### src/rtl/pzbcm_stream_arbiter_pkg.sv
// Shared types for the round-robin stream arbiter.
package pzbcm_stream_arbiter_pkg;

  typedef enum logic {
    IDLE,
    LOCKED
  } pzbcm_stream_arbiter_state_e;

endpackage

### src/rtl/pzbcm_mux.sv
// Data multiplexer: one-hot select (ONE_HOT=1) or binary index select (ONE_HOT=0).
module pzbcm_mux #(
  parameter int  ENTRIES      = 2,
  parameter bit  ONE_HOT      = 1,
  parameter type TYPE         = logic [7:0],
  parameter int  SELECT_WIDTH = ONE_HOT ? ENTRIES : ((ENTRIES > 1) ? $clog2(ENTRIES) : 1)
)(
  input  logic [SELECT_WIDTH-1:0] i_select,
  input  TYPE                     i_data[ENTRIES],
  output TYPE                     o_data
);
  localparam int DW = $bits(TYPE);

  logic [DW-1:0] data_bits;

  generate
    if (ONE_HOT) begin : g_one_hot
      always_comb begin
        data_bits = '0;
        for (int i = 0; i < ENTRIES; i++) begin
          if (i_select[i]) begin
            data_bits = data_bits | DW'(i_data[i]);
          end
        end
      end
    end else begin : g_binary
      always_comb begin
        data_bits = '0;
        for (int i = 0; i < ENTRIES; i++) begin
          if (int'(i_select) == i) begin
            data_bits = DW'(i_data[i]);
          end
        end
      end
    end
  endgenerate

  assign o_data = TYPE'(data_bits);

endmodule

### src/rtl/pzbcm_stream_arbiter.sv
// Round-robin arbiter merging REQUESTERS valid/ready streams into one registered
// output stage, optionally holding the grant for a whole packet.
module pzbcm_stream_arbiter
  import pzbcm_stream_arbiter_pkg::*;
#(
  parameter int  WIDTH      = 8,
  parameter type TYPE       = logic [WIDTH-1:0],
  parameter int  REQUESTERS = 2,
  parameter bit  KEEP_GRANT = 1
)(
  input  logic                  i_clk,
  input  logic                  i_rst_n,
  input  logic [REQUESTERS-1:0] i_valid,
  output logic [REQUESTERS-1:0] o_ready,
  input  TYPE                   i_data[REQUESTERS],
  input  logic [REQUESTERS-1:0] i_last,
  output logic                  o_valid,
  input  logic                  i_ready,
  output TYPE                   o_data,
  output logic                  o_last,
  output logic [REQUESTERS-1:0] o_grant
);
  localparam int PW = (REQUESTERS > 1) ? $clog2(REQUESTERS) : 1;

  // Rotate so ptr sits at bit 0, take the lowest set bit, rotate back.
  function automatic logic [REQUESTERS-1:0] rr_find(
    input logic [REQUESTERS-1:0] req,
    input logic [PW-1:0]         start
  );
    logic [2*REQUESTERS-1:0] dbl;
    logic [REQUESTERS-1:0]   rot;
    logic [REQUESTERS-1:0]   hit;
    logic                    found;
    dbl   = {req, req} >> start;
    rot   = dbl[REQUESTERS-1:0];
    hit   = '0;
    found = 1'b0;
    for (int i = 0; i < REQUESTERS; i++) begin
      if (rot[i] && !found) begin
        hit[i] = 1'b1;
        found  = 1'b1;
      end
    end
    dbl = {hit, hit} << start;
    return dbl[2*REQUESTERS-1:REQUESTERS];
  endfunction

  pzbcm_stream_arbiter_state_e state;
  logic [REQUESTERS-1:0]       grant_q;
  logic [PW-1:0]               ptr;
  logic [REQUESTERS-1:0]       grant;
  logic [PW-1:0]               grant_idx;
  logic [PW-1:0]               next_ptr;
  logic                        load;
  logic                        transfer;
  logic                        sel_last;
  TYPE                         sel_data;

  assign grant    = (state == LOCKED) ? grant_q : rr_find(i_valid, ptr);
  assign load     = !o_valid || i_ready;
  assign o_ready  = grant & {REQUESTERS{load}};
  assign o_grant  = grant;
  assign transfer = |(i_valid & o_ready);
  assign sel_last = |(i_last & grant);

  always_comb begin
    grant_idx = '0;
    for (int i = 0; i < REQUESTERS; i++) begin
      if (grant[i]) begin
        grant_idx = PW'(i);
      end
    end
  end

  // Explicit wrap so non-power-of-two counts never land on an unused index.
  assign next_ptr = (grant_idx == PW'(REQUESTERS - 1)) ? '0 : grant_idx + PW'(1);

  pzbcm_mux #(
    .ENTRIES (REQUESTERS),
    .ONE_HOT (1),
    .TYPE    (TYPE)
  ) u_data_mux (
    .i_select (grant),
    .i_data   (i_data),
    .o_data   (sel_data)
  );

  always_ff @(posedge i_clk or negedge i_rst_n) begin
    if (!i_rst_n) begin
      state   <= IDLE;
      grant_q <= '0;
      ptr     <= '0;
      o_valid <= 1'b0;
      o_data  <= TYPE'('0);
      o_last  <= 1'b0;
    end else begin
      if (load) begin
        o_valid <= transfer;
      end
      if (transfer) begin
        o_data <= sel_data;
        o_last <= sel_last;
        if (state == IDLE && !sel_last && KEEP_GRANT) begin
          state   <= LOCKED;
          grant_q <= grant;
        end else if (state == LOCKED && sel_last) begin
          state   <= IDLE;
          grant_q <= '0;
        end
        if (sel_last || !KEEP_GRANT) begin
          ptr <= next_ptr;
        end
      end
    end
  end

endmodule
### config.mk
export PLATFORM = sky130hd
export DESIGN_NAME = pzbcm_stream_arbiter
export DESIGN_NICKNAME = d
export VERILOG_FILES = /design/src/rtl/pzbcm_stream_arbiter_pkg.sv /design/src/rtl/pzbcm_mux.sv /design/src/rtl/pzbcm_stream_arbiter.sv
export SDC_FILE = /design/constraint.sdc
export NUM_CORES = 1
export LEC_CHECK = 0
export BUFFER_PORTS_ARGS = -buffer_cell sky130_fd_sc_hd__buf_2
export CORE_MARGIN = 1
export CORE_UTILIZATION = 44
export DETAILED_ROUTE_END_ITERATION = 8
export PLACE_DENSITY = 0.87
export SYNTH_ARGS = -nofsm -noshare
export SYNTH_HDL_FRONTEND = slang
export SYNTH_SLANG_ARGS = --single-unit
### constraint.sdc
create_clock -name i_clk -period 2.6 [get_ports i_clk]
set_clock_uncertainty 0.2 [all_clocks]
set_input_delay 0.26 -clock i_clk [delete_from_list [all_inputs] [get_ports i_clk]]
set_output_delay 0.26 -clock i_clk [all_outputs]
set_load 0.02 [all_outputs]
==> results of run 1 <==
==> layout make-up <==
cell class	count	share of cell area
Multi-Input combinational cell	53	0.367
Timing Repair Buffer	40	0.217
Tap cell	16	0.0204
Sequential cell	14	0.357
Clock buffer	3	0.0230
Inverter	4	0.0153
==> registers in the layout, indices dropped and copies added, names as in the netlist <==
register,cells
grant_q,2
o_data,8
o_last,1
o_valid,1
ptr,1
state,1
==> per-stage QoR <==
step | std cells | util | hold slack (ps) | worst slack [ps] | instance area (µm²)
after global placement | 126 | 0.602 | -30.5 | 471 | 948
after global routing | 130 | 0.622 | 109 | 277 | 981
final | 130 | 0.622 | 92.2 | 376 | 981
after detailed placement | 126 | 0.602 | -23.9 | 331 | 948
after CTS | 130 | 0.622 | 91.5 | 360 | 981
after floorplan | 76 | - | -236 | 599 | 768
==> report_power, final <==
part / total [W] / internal (W) / switching [W]
sequential: 0.000394 / 0.000328 / 0.0000661
clock: 0.000120 / 0.0000535 / 0.0000663
combinational: 0.000751 / 0.000308 / 0.000444
==> kinds of logic (layout without fill, tap and decap cells) <==
kind of cell / after synthesis / in the layout / share of synthesized area
buffers and inverters: 9 / 47 / 0.0749
flip-flops: 14 / 14 / 0.456
AO/OA/AOI/OAI: 25 / 25 / 0.236
adder cells (fa/ha/maj): 2 / 2 / 0.0326
multiplexers: 3 / 3 / 0.0456
AND/OR/NAND/NOR: 23 / 23 / 0.155
==> per-layer routing <==
metal | wire [µm] | global-route usage | vias to the layer above
met5 | 0 | 0 | -
met4 | 16 | 0.0750 | 0
met3 | 58 | 0.0417 | 2
met2 | 885 | 0.328 | 16
met1 | 765 | 0.229 | 326
li1 | - | - | 341
==> path summary, 6_finish.rpt <==
kind,from,endpoint,cells after the start
min in group asynchronous,i_rst_n,grant_q[1],2
min reg2reg,o_data[7],o_data[7],2
min,i_data[12],o_data[4],3
max reg2reg,state,state,7
max,state,state,7
max in group asynchronous,i_rst_n,o_data[4],2
==> Yosys cell counts, types with 2 or more instances <==
cell                       count  area, µm²
sky130_fd_sc_hd__dfrtp_1      14        350
sky130_fd_sc_hd__nor2_1       10       37.5
sky130_fd_sc_hd__a22oi_1       9       67.6
sky130_fd_sc_hd__a21oi_1       8       40.0
sky130_fd_sc_hd__inv_1         4       15.0
sky130_fd_sc_hd__nor2b_1       4       25.0
sky130_fd_sc_hd__nand2_1       3       11.3
sky130_fd_sc_hd__buf_4         2       15.0
sky130_fd_sc_hd__buf_6         2       22.5
sky130_fd_sc_hd__ha_1          2       25.0
sky130_fd_sc_hd__mux2i_1       2       20.0
sky130_fd_sc_hd__nand2b_1      2       12.5
==> what timing repair did <==
item,in CTS,in global routing
gates resized for setup,0,0
hold endpoints to repair,14,0
hold buffers,1,0
==> tightest hold or removal path, delay by kind of cell <==
| kind | cells | cell delay (ps) |
|---|---|---|
| buffers and inverters | 1 | 70 |
| AO/OA/AOI/OAI | 2 | 180 |
==> impl_results.html, run 1 <==
<table>
<tr><th>Metric</th><th>Value</th></tr>
<tr><th colspan="2">Placement</th></tr>
<tr><td>Final weighted congestion in routability-driven placement</td><td>roughly 0.79</td></tr>
<tr><td># port buffers</td><td>36</td></tr>
<tr><td>Final HPWL DP</td><td>1340 µm</td></tr>
<tr><th colspan="2">Timing</th></tr>
<tr><td>Pin slew with the least headroom to its limit</td><td>between 300 and 400 ps</td></tr>
<tr><td>Max-slew violation count</td><td>0</td></tr>
<tr><td>Total count of hold-check failures in the final report</td><td>0</td></tr>
<tr><td>RSZ-0062 raised after global routing</td><td>false</td></tr>
<tr><td>Final critical path time including I/O delays and setup</td><td>2220 ps</td></tr>
<tr><td>Final sum of negative setup slack</td><td>0 ps</td></tr>
<tr><td>Worst slew margin relative to its limit</td><td>0.773</td></tr>
<tr><td>Share of the cycle needed by the critical path after routing</td><td>0.855</td></tr>
<tr><td>F_max</td><td>450 MHz</td></tr>
<tr><td>Total setup violations reported at the end of the flow</td><td>0</td></tr>
<tr><th colspan="2">Critical path</th></tr>
<tr><td>Nature of the critical path startpoint</td><td>register</td></tr>
<tr><td>Largest incremental delay on the critical path</td><td>420 ps</td></tr>
<tr><td>Top Family by Delay on Critical Path</td><td>compound AO/OA/AOI/OAI gates</td></tr>
<tr><td>Type of destination of the critical path</td><td>register</td></tr>
<tr><td>CP max FO</td><td>6</td></tr>
<tr><td>CP bufs+invs</td><td>1</td></tr>
<tr><td>Critical path arrival</td><td>around 2200 ps</td></tr>
<tr><td>Register-to-register setup slack</td><td>380 ps</td></tr>
<tr><td>Slowest cell on crit path</td><td>sky130_fd_sc_hd__dfrtp_1</td></tr>
<tr><td>Series of cell instances along the critical path</td><td>nor2b_1 -&gt; a22oi_1 -&gt; inv_1 -&gt; a22oi_2 -&gt; ha_1 -&gt; nor2b_4 -&gt; mux2_4</td></tr>
<tr><td>Required time at the endpoint of the critical path</td><td>2560 ps</td></tr>
<tr><td>Category of the critical setup timing path</td><td>reg2reg</td></tr>
<tr><th colspan="2">Floorplan</th></tr>
<tr><td>Floorplan die width</td><td>~44 µm</td></tr>
<tr><td>Die Y-Extent</td><td>43.8 µm</td></tr>
<tr><td>Std cell rows</td><td>14</td></tr>
<tr><td>Initial Utilization</td><td>0.487</td></tr>
<tr><td>Area inside the core boundary</td><td>1580 µm²</td></tr>
<tr><td>IO Pins</td><td>37</td></tr>
<tr><td>Die area</td><td>1920 µm²</td></tr>
<tr><th colspan="2">Power and ir drop</th></tr>
<tr><td>Power per cell area</td><td>1290 nW/µm²</td></tr>
<tr><td>Power consumption</td><td>0.00127 W</td></tr>
<tr><td>Worst vdd ir</td><td>roughly 0.00062 V</td></tr>
<tr><td>Standby leakage power</td><td>0.482 nW</td></tr>
<tr><th colspan="2">Job</th></tr>
<tr><td>Max-cap viol count</td><td>0</td></tr>
<tr><th colspan="2">Run status</th></tr>
<tr><td>Failing checks</td><td>DRC</td></tr>
<tr><td>Run status</td><td>finished, violations left</td></tr>
<tr><th colspan="2">Logic synthesis</th></tr>
<tr><td>Total of warnings raised by yosys</td><td>0</td></tr>
<tr><td>Cells after Synth</td><td>76</td></tr>
<tr><td>Part of the Yosys area used for sequential elements</td><td>0.456</td></tr>
<tr><td>Syn_area_per_cell</td><td>10.1 µm²</td></tr>
<tr><td>FF+latch count, synth</td><td>14</td></tr>
<tr><td>Nets in the synthesized netlist</td><td>slightly above 100</td></tr>
<tr><td>Share of flip-flops with an asynchronous set or reset</td><td>1.00</td></tr>
<tr><td>Unique masters post-synth</td><td>26</td></tr>
<tr><td>Number of flops mapped to enable cells by yosys</td><td>0</td></tr>
<tr><td>Netlist area before placement</td><td>768 µm²</td></tr>
<tr><td>Most common flop cell mapped by yosys</td><td>sky130_fd_sc_hd__dfrtp_1</td></tr>
<tr><th colspan="2">Clock tree</th></tr>
<tr><td>Root Buffer Master</td><td>sky130_fd_sc_hd__clkbuf_4</td></tr>
<tr><td>Number of setup buffers added after CTS</td><td>0</td></tr>
<tr><td>TritonCTS buffer count</td><td>3</td></tr>
<tr><td>Clock tree buffer depth</td><td>2</td></tr>
<tr><td>Clock slew seen by the registers of the worst setup and hold paths</td><td>80 ps</td></tr>
<tr><td>Number of sinks handled by clock tree synthesis</td><td>14</td></tr>
<tr><td>Htree depth</td><td>1</td></tr>
<tr><td>Insertion delay to the later sink of the worst-skew pair</td><td>270 ps</td></tr>
<tr><td>CTS tree</td><td>built</td></tr>
<tr><th colspan="2">Route</th></tr>
<tr><td>Router iterations before antenna repair</td><td>6</td></tr>
<tr><td>Total number of vias</td><td>685</td></tr>
<tr><td>Total wire length after detailed routing</td><td>1730 µm</td></tr>
<tr><td>Detailed-route DRC error count</td><td>2</td></tr>
<tr><td>Number of DRC violations after detailed-routing iteration 0</td><td>12</td></tr>
<tr><td>DRT antenna net count</td><td>0</td></tr>
<tr><td>Detailed-route vias per instance</td><td>around 5.3</td></tr>
<tr><td>Wirelength per Cell</td><td>around 13 µm</td></tr>
<tr><th colspan="2">Layout</th></tr>
<tr><td>Area of the multi-input gates</td><td>between 300 and 400 µm²</td></tr>
<tr><td>Post-layout nets</td><td>141</td></tr>
<tr><td>Filler Cells Inserted</td><td>between 100 and 150</td></tr>
<tr><td>Total area of sequential cells</td><td>350 µm²</td></tr>
<tr><td>Commonest non-fill, non-tap cell in the layout</td><td>sky130_fd_sc_hd__buf_2</td></tr>
<tr><td>Layout cell share with drive strength beyond 1</td><td>0.421</td></tr>
<tr><td>Layout-stage area growth over the synthesis result</td><td>27.7%</td></tr>
<tr><td>Leading cell types in the layout, fill and taps excluded</td><td>sky130_fd_sc_hd__buf_2, sky130_fd_sc_hd__dfrtp_1, sky130_fd_sc_hd__nor2_1, sky130_fd_sc_hd__a22oi_1, sky130_fd_sc_hd__a21oi_1</td></tr>
<tr><td>Antenna cells</td><td>0</td></tr>
<tr><th colspan="2">Global routing</th></tr>
<tr><td>Largest net degree at the start of global routing</td><td>15</td></tr>
<tr><td>Via count of the first global-routing pass</td><td>661</td></tr>
<tr><td>Initial antenna violation count</td><td>0</td></tr>
<tr><td>Wire length of the first global-routing pass</td><td>2710 µm</td></tr>
<tr><td>Overall Global Routing Usage</td><td>0.190</td></tr>
<tr><td>Global route overflow</td><td>0</td></tr>
<tr><th colspan="2">Min path</th></tr>
<tr><td>Type of the tightest min-delay check</td><td>in2reg</td></tr>
</table>
(Power assumes the default switching activity.)
==> run 2, diff against run 1 <==
--- a/config.mk
+++ b/config.mk
@@ -10,6 +10,7 @@
 export CORE_UTILIZATION = 44
 export DETAILED_ROUTE_END_ITERATION = 8
 export PLACE_DENSITY = 0.87
+export RECOVER_POWER = 50
 export SYNTH_ARGS = -nofsm -noshare
 export SYNTH_HDL_FRONTEND = slang
 export SYNTH_SLANG_ARGS = --single-unit
==> run 2 against run 1 <==
The flow still finishes with violations (DRC). Sequential share of layout area grew 0.37 points. Sequential power about the same. Maximum frequency increased by 0.17%. Critical path depth unchanged. Highest routed layer unchanged.
==> impl_results.html, run 2 (synthesized netlist as in run 1, its figures left out) <==
<table>
<tr><th>Metric</th><th>Value</th></tr>
<tr><th colspan="2">Run status</th></tr>
<tr><td>Run status</td><td>finished, violations left (unchanged)</td></tr>
<tr><td>Failing checks</td><td>DRC (unchanged)</td></tr>
<tr><th colspan="2">Min path</th></tr>
<tr><td>Cell depth of the worst min-delay path</td><td>3 (unchanged)</td></tr>
<tr><td>Hold Path End</td><td>o_data[4] (unchanged)</td></tr>
<tr><td>Hold path startpoint</td><td>i_data[12] (unchanged)</td></tr>
<tr><td>Type of the tightest min-delay check</td><td>in2reg (unchanged)</td></tr>
<tr><th colspan="2">Clock tree</th></tr>
<tr><td>Cts hold-fix bufs</td><td>1 (unchanged)</td></tr>
<tr><td>Insertion delay to the later sink of the worst-skew pair</td><td>270 ps (about the same)</td></tr>
<tr><td>CTS tree</td><td>built (unchanged)</td></tr>
<tr><td>Number of sinks handled by clock tree synthesis</td><td>14 (unchanged)</td></tr>
<tr><td>Clock tree buffer depth</td><td>2 (unchanged)</td></tr>
<tr><td>Post_cts resized</td><td>0 (unchanged)</td></tr>
<tr><td>Htree depth</td><td>1 (unchanged)</td></tr>
<tr><td>TritonCTS buffer count</td><td>3 (unchanged)</td></tr>
<tr><td>Clock slew seen by the registers of the worst setup and hold paths</td><td>80 ps (about the same)</td></tr>
<tr><td>Number of setup buffers added after CTS</td><td>0 (unchanged)</td></tr>
<tr><td>Root Buffer Master</td><td>sky130_fd_sc_hd__clkbuf_4 (unchanged)</td></tr>
<tr><th colspan="2">Floorplan</th></tr>
<tr><td>Std cell rows</td><td>14 (unchanged)</td></tr>
<tr><td>IO Pins</td><td>37 (unchanged)</td></tr>
<tr><td>Die area</td><td>1920 µm² (unchanged)</td></tr>
<tr><td>Floorplan die width</td><td>43.8 µm (unchanged)</td></tr>
<tr><td>Area inside the core boundary</td><td>1580 µm² (unchanged)</td></tr>
<tr><td>Initial Utilization</td><td>0.487 (unchanged)</td></tr>
<tr><td>Die Y-Extent</td><td>43.8 µm (unchanged)</td></tr>
<tr><th colspan="2">Route</th></tr>
<tr><td>Detailed-route DRC error count</td><td>2 (unchanged)</td></tr>
<tr><td>Router iterations before antenna repair</td><td>5 (was 6)</td></tr>
<tr><td>DRT antenna net count</td><td>0 (unchanged)</td></tr>
<tr><td>Number of DRC violations after detailed-routing iteration 0</td><td>13 (was 12)</td></tr>
<tr><td>Detailed-route vias per instance</td><td>5.31 (was 5.27)</td></tr>
<tr><td>Total wire length after detailed routing</td><td>1730 µm (unchanged)</td></tr>
<tr><td>Wirelength per Cell</td><td>13.3 µm (unchanged)</td></tr>
<tr><td>Total number of vias</td><td>690 (was 685)</td></tr>
<tr><th colspan="2">Layout</th></tr>
<tr><td>Commonest non-fill, non-tap cell in the layout</td><td>sky130_fd_sc_hd__buf_2 (unchanged)</td></tr>
<tr><td>Post-Route Utilization</td><td>0.616 (was 0.622)</td></tr>
<tr><td>Leading cell types in the layout, fill and taps excluded</td><td>sky130_fd_sc_hd__buf_2, sky130_fd_sc_hd__dfrtp_1, sky130_fd_sc_hd__nor2_1, sky130_fd_sc_hd__a22oi_1 (was sky130_fd_sc_hd__buf_2, sky130_fd_sc_hd__dfrtp_1, sky130_fd_sc_hd__nor2_1, sky130_fd_sc_hd__a22oi_1, sky130_fd_sc_hd__a21oi_1)</td></tr>
<tr><td>Layout-stage area growth over the synthesis result</td><td>26.4% (was 27.7%)</td></tr>
<tr><td>Post-layout nets</td><td>141 (unchanged)</td></tr>
<tr><td>Leading registers by flop count</td><td>o_data x8, grant_q x2 (unchanged)</td></tr>
<tr><td>Layout cell share with drive strength beyond 1</td><td>0.351 (was 0.421)</td></tr>
<tr><td>Max reg flops</td><td>8 (unchanged)</td></tr>
<tr><td>Register name with the most flops</td><td>o_data (unchanged)</td></tr>
<tr><td>Antenna cells</td><td>0 (unchanged)</td></tr>
<tr><th colspan="2">Power and ir drop</th></tr>
<tr><td>Worst vdd ir</td><td>0.000616 V (was 0.000620 V)</td></tr>
<tr><td>Switching power share of the total</td><td>0.462 (was 0.455)</td></tr>
<tr><td>Standby leakage power</td><td>0.461 nW (was 0.482 nW)</td></tr>
<tr><td>Share of total power in combinational logic</td><td>0.588 (was 0.594)</td></tr>
<tr><td>Clk network pwr share</td><td>0.096 (was 0.095)</td></tr>
<tr><td>P_sw</td><td>0.000578 W (was 0.000576 W)</td></tr>
<tr><td>Power per cell area</td><td>1290 nW/µm² (about the same)</td></tr>
<tr><td>P_int</td><td>0.000673 W (was 0.000689 W)</td></tr>
<tr><td>Reg power frac</td><td>0.317 (was 0.312)</td></tr>
<tr><th colspan="2">Critical path</th></tr>
<tr><td>FF-to-FF path depth</td><td>7 (unchanged)</td></tr>
<tr><td>Type of destination of the critical path</td><td>register (unchanged)</td></tr>
<tr><td>Origin of the worst setup path</td><td>state (unchanged)</td></tr>
<tr><td>CP max FO</td><td>6 (unchanged)</td></tr>
<tr><td>End of the worst register-to-register path</td><td>state (unchanged)</td></tr>
<tr><td>Reg-to-Reg Start</td><td>state (unchanged)</td></tr>
<tr><td>Register-to-register setup slack</td><td>380 ps (about the same)</td></tr>
<tr><td>Required time at the endpoint of the critical path</td><td>2560 ps (about the same)</td></tr>
<tr><td>Critical path arrival</td><td>2180 ps (about the same)</td></tr>
<tr><td>Category of the critical setup timing path</td><td>reg2reg (unchanged)</td></tr>
<tr><td>Nature of the critical path startpoint</td><td>register (unchanged)</td></tr>
<tr><th colspan="2">Global routing</th></tr>
<tr><td>Largest net degree at the start of global routing</td><td>15 (unchanged)</td></tr>
<tr><td>Initial antenna violation count</td><td>0 (unchanged)</td></tr>
<tr><td>Wire length of the first global-routing pass</td><td>2710 µm (unchanged)</td></tr>
<tr><td>Global route overflow</td><td>0 (unchanged)</td></tr>
<tr><td>Via count of the first global-routing pass</td><td>661 (unchanged)</td></tr>
<tr><td>Overall Global Routing Usage</td><td>0.190 (unchanged)</td></tr>
<tr><th colspan="2">Timing</th></tr>
<tr><td>Pin slew with the least headroom to its limit</td><td>746 ps (was 341 ps)</td></tr>
<tr><td>Worst slew margin relative to its limit</td><td>0.503 (was 0.773)</td></tr>
<tr><td>Final critical path time including I/O delays and setup</td><td>2220 ps (about the same)</td></tr>
<tr><td>Final sum of negative setup slack</td><td>0 ps (unchanged)</td></tr>
<tr><td>Max-slew violation count</td><td>0 (unchanged)</td></tr>
<tr><td>Share of the cycle needed by the critical path after routing</td><td>0.854 (was 0.855)</td></tr>
<tr><td>Total setup violations reported at the end of the flow</td><td>0 (unchanged)</td></tr>
<tr><td>F_max</td><td>450 MHz (about the same)</td></tr>
<tr><td>RSZ-0062 raised after global routing</td><td>false (unchanged)</td></tr>
<tr><td>Total count of hold-check failures in the final report</td><td>0 (unchanged)</td></tr>
<tr><th colspan="2">Job</th></tr>
<tr><td>Max-cap viol count</td><td>0 (unchanged)</td></tr>
<tr><th colspan="2">Placement</th></tr>
<tr><td>Final weighted congestion in routability-driven placement</td><td>0.791 (unchanged)</td></tr>
<tr><td># port buffers</td><td>36 (unchanged)</td></tr>
<tr><td>Final HPWL DP</td><td>1340 µm (unchanged)</td></tr>
</table>
[run 2: worst max-delay path by stage]
stage	end	slack, ps	cells past startpoint
global route	state	280	7
finish	state	380	7
global placement	state	470	8
CTS	state	360	7
floorplan	state	600	7
detailed placement	state	330	8
[run 2: cell type report]
type	count	area, µm²
clock buffers	3	22.5
fillers	146	606
inverters	4	15.0
multi-input cells	53	360
flip-flops and latches	14	350
well taps	16	20.0
repair buffers	40	203
[run 2: stage by stage]
stage          power, W  worst slack (ps)  cell area, µm²  hold slack (ps)  instances
6_report        0.00125               380             971             92.4        130
5_1_grt         0.00134               277             971              109        130
4_1_cts         0.00127               360             981             91.5        130
3_5_place_dp    0.00115               331             948            -23.9        126
3_3_place_gp    0.00112               471             948            -30.5        126
2_1_floorplan  0.000966               599             768             -236         76
[run 2: power by group through the flow]
stage                     combinational, W  clock (W)  sequential, W
after floorplan                   0.000474          0       0.000492
after global placement            0.000727          0       0.000394
after detailed placement          0.000751          0       0.000397
after CTS                         0.000756   0.000121       0.000393
after global routing              0.000802   0.000132       0.000407
final                             0.000735   0.000120       0.000396
[run 2: routing by layer]
| layer | part of all wire | vias to the layer above | global-route usage |
|---|---|---|---|
| li1 | - | 342 | - |
| met1 | 0.43 | 330 | 0.229 |
| met2 | 0.52 | 16 | 0.328 |
| met3 | 0.034 | 2 | 0.0417 |
| met4 | 0.0093 | 0 | 0.0750 |
| met5 | 0 | - | 0 |
[run 2: critical path: stages (launching register included)]
cell                      delay [ps]
sky130_fd_sc_hd__dfrtp_1         420
sky130_fd_sc_hd__nor2b_1          70
sky130_fd_sc_hd__a22oi_1         280
sky130_fd_sc_hd__inv_1           110
sky130_fd_sc_hd__a22oi_2         240
sky130_fd_sc_hd__ha_1            320
sky130_fd_sc_hd__nor2b_4         170
sky130_fd_sc_hd__mux2_4          310
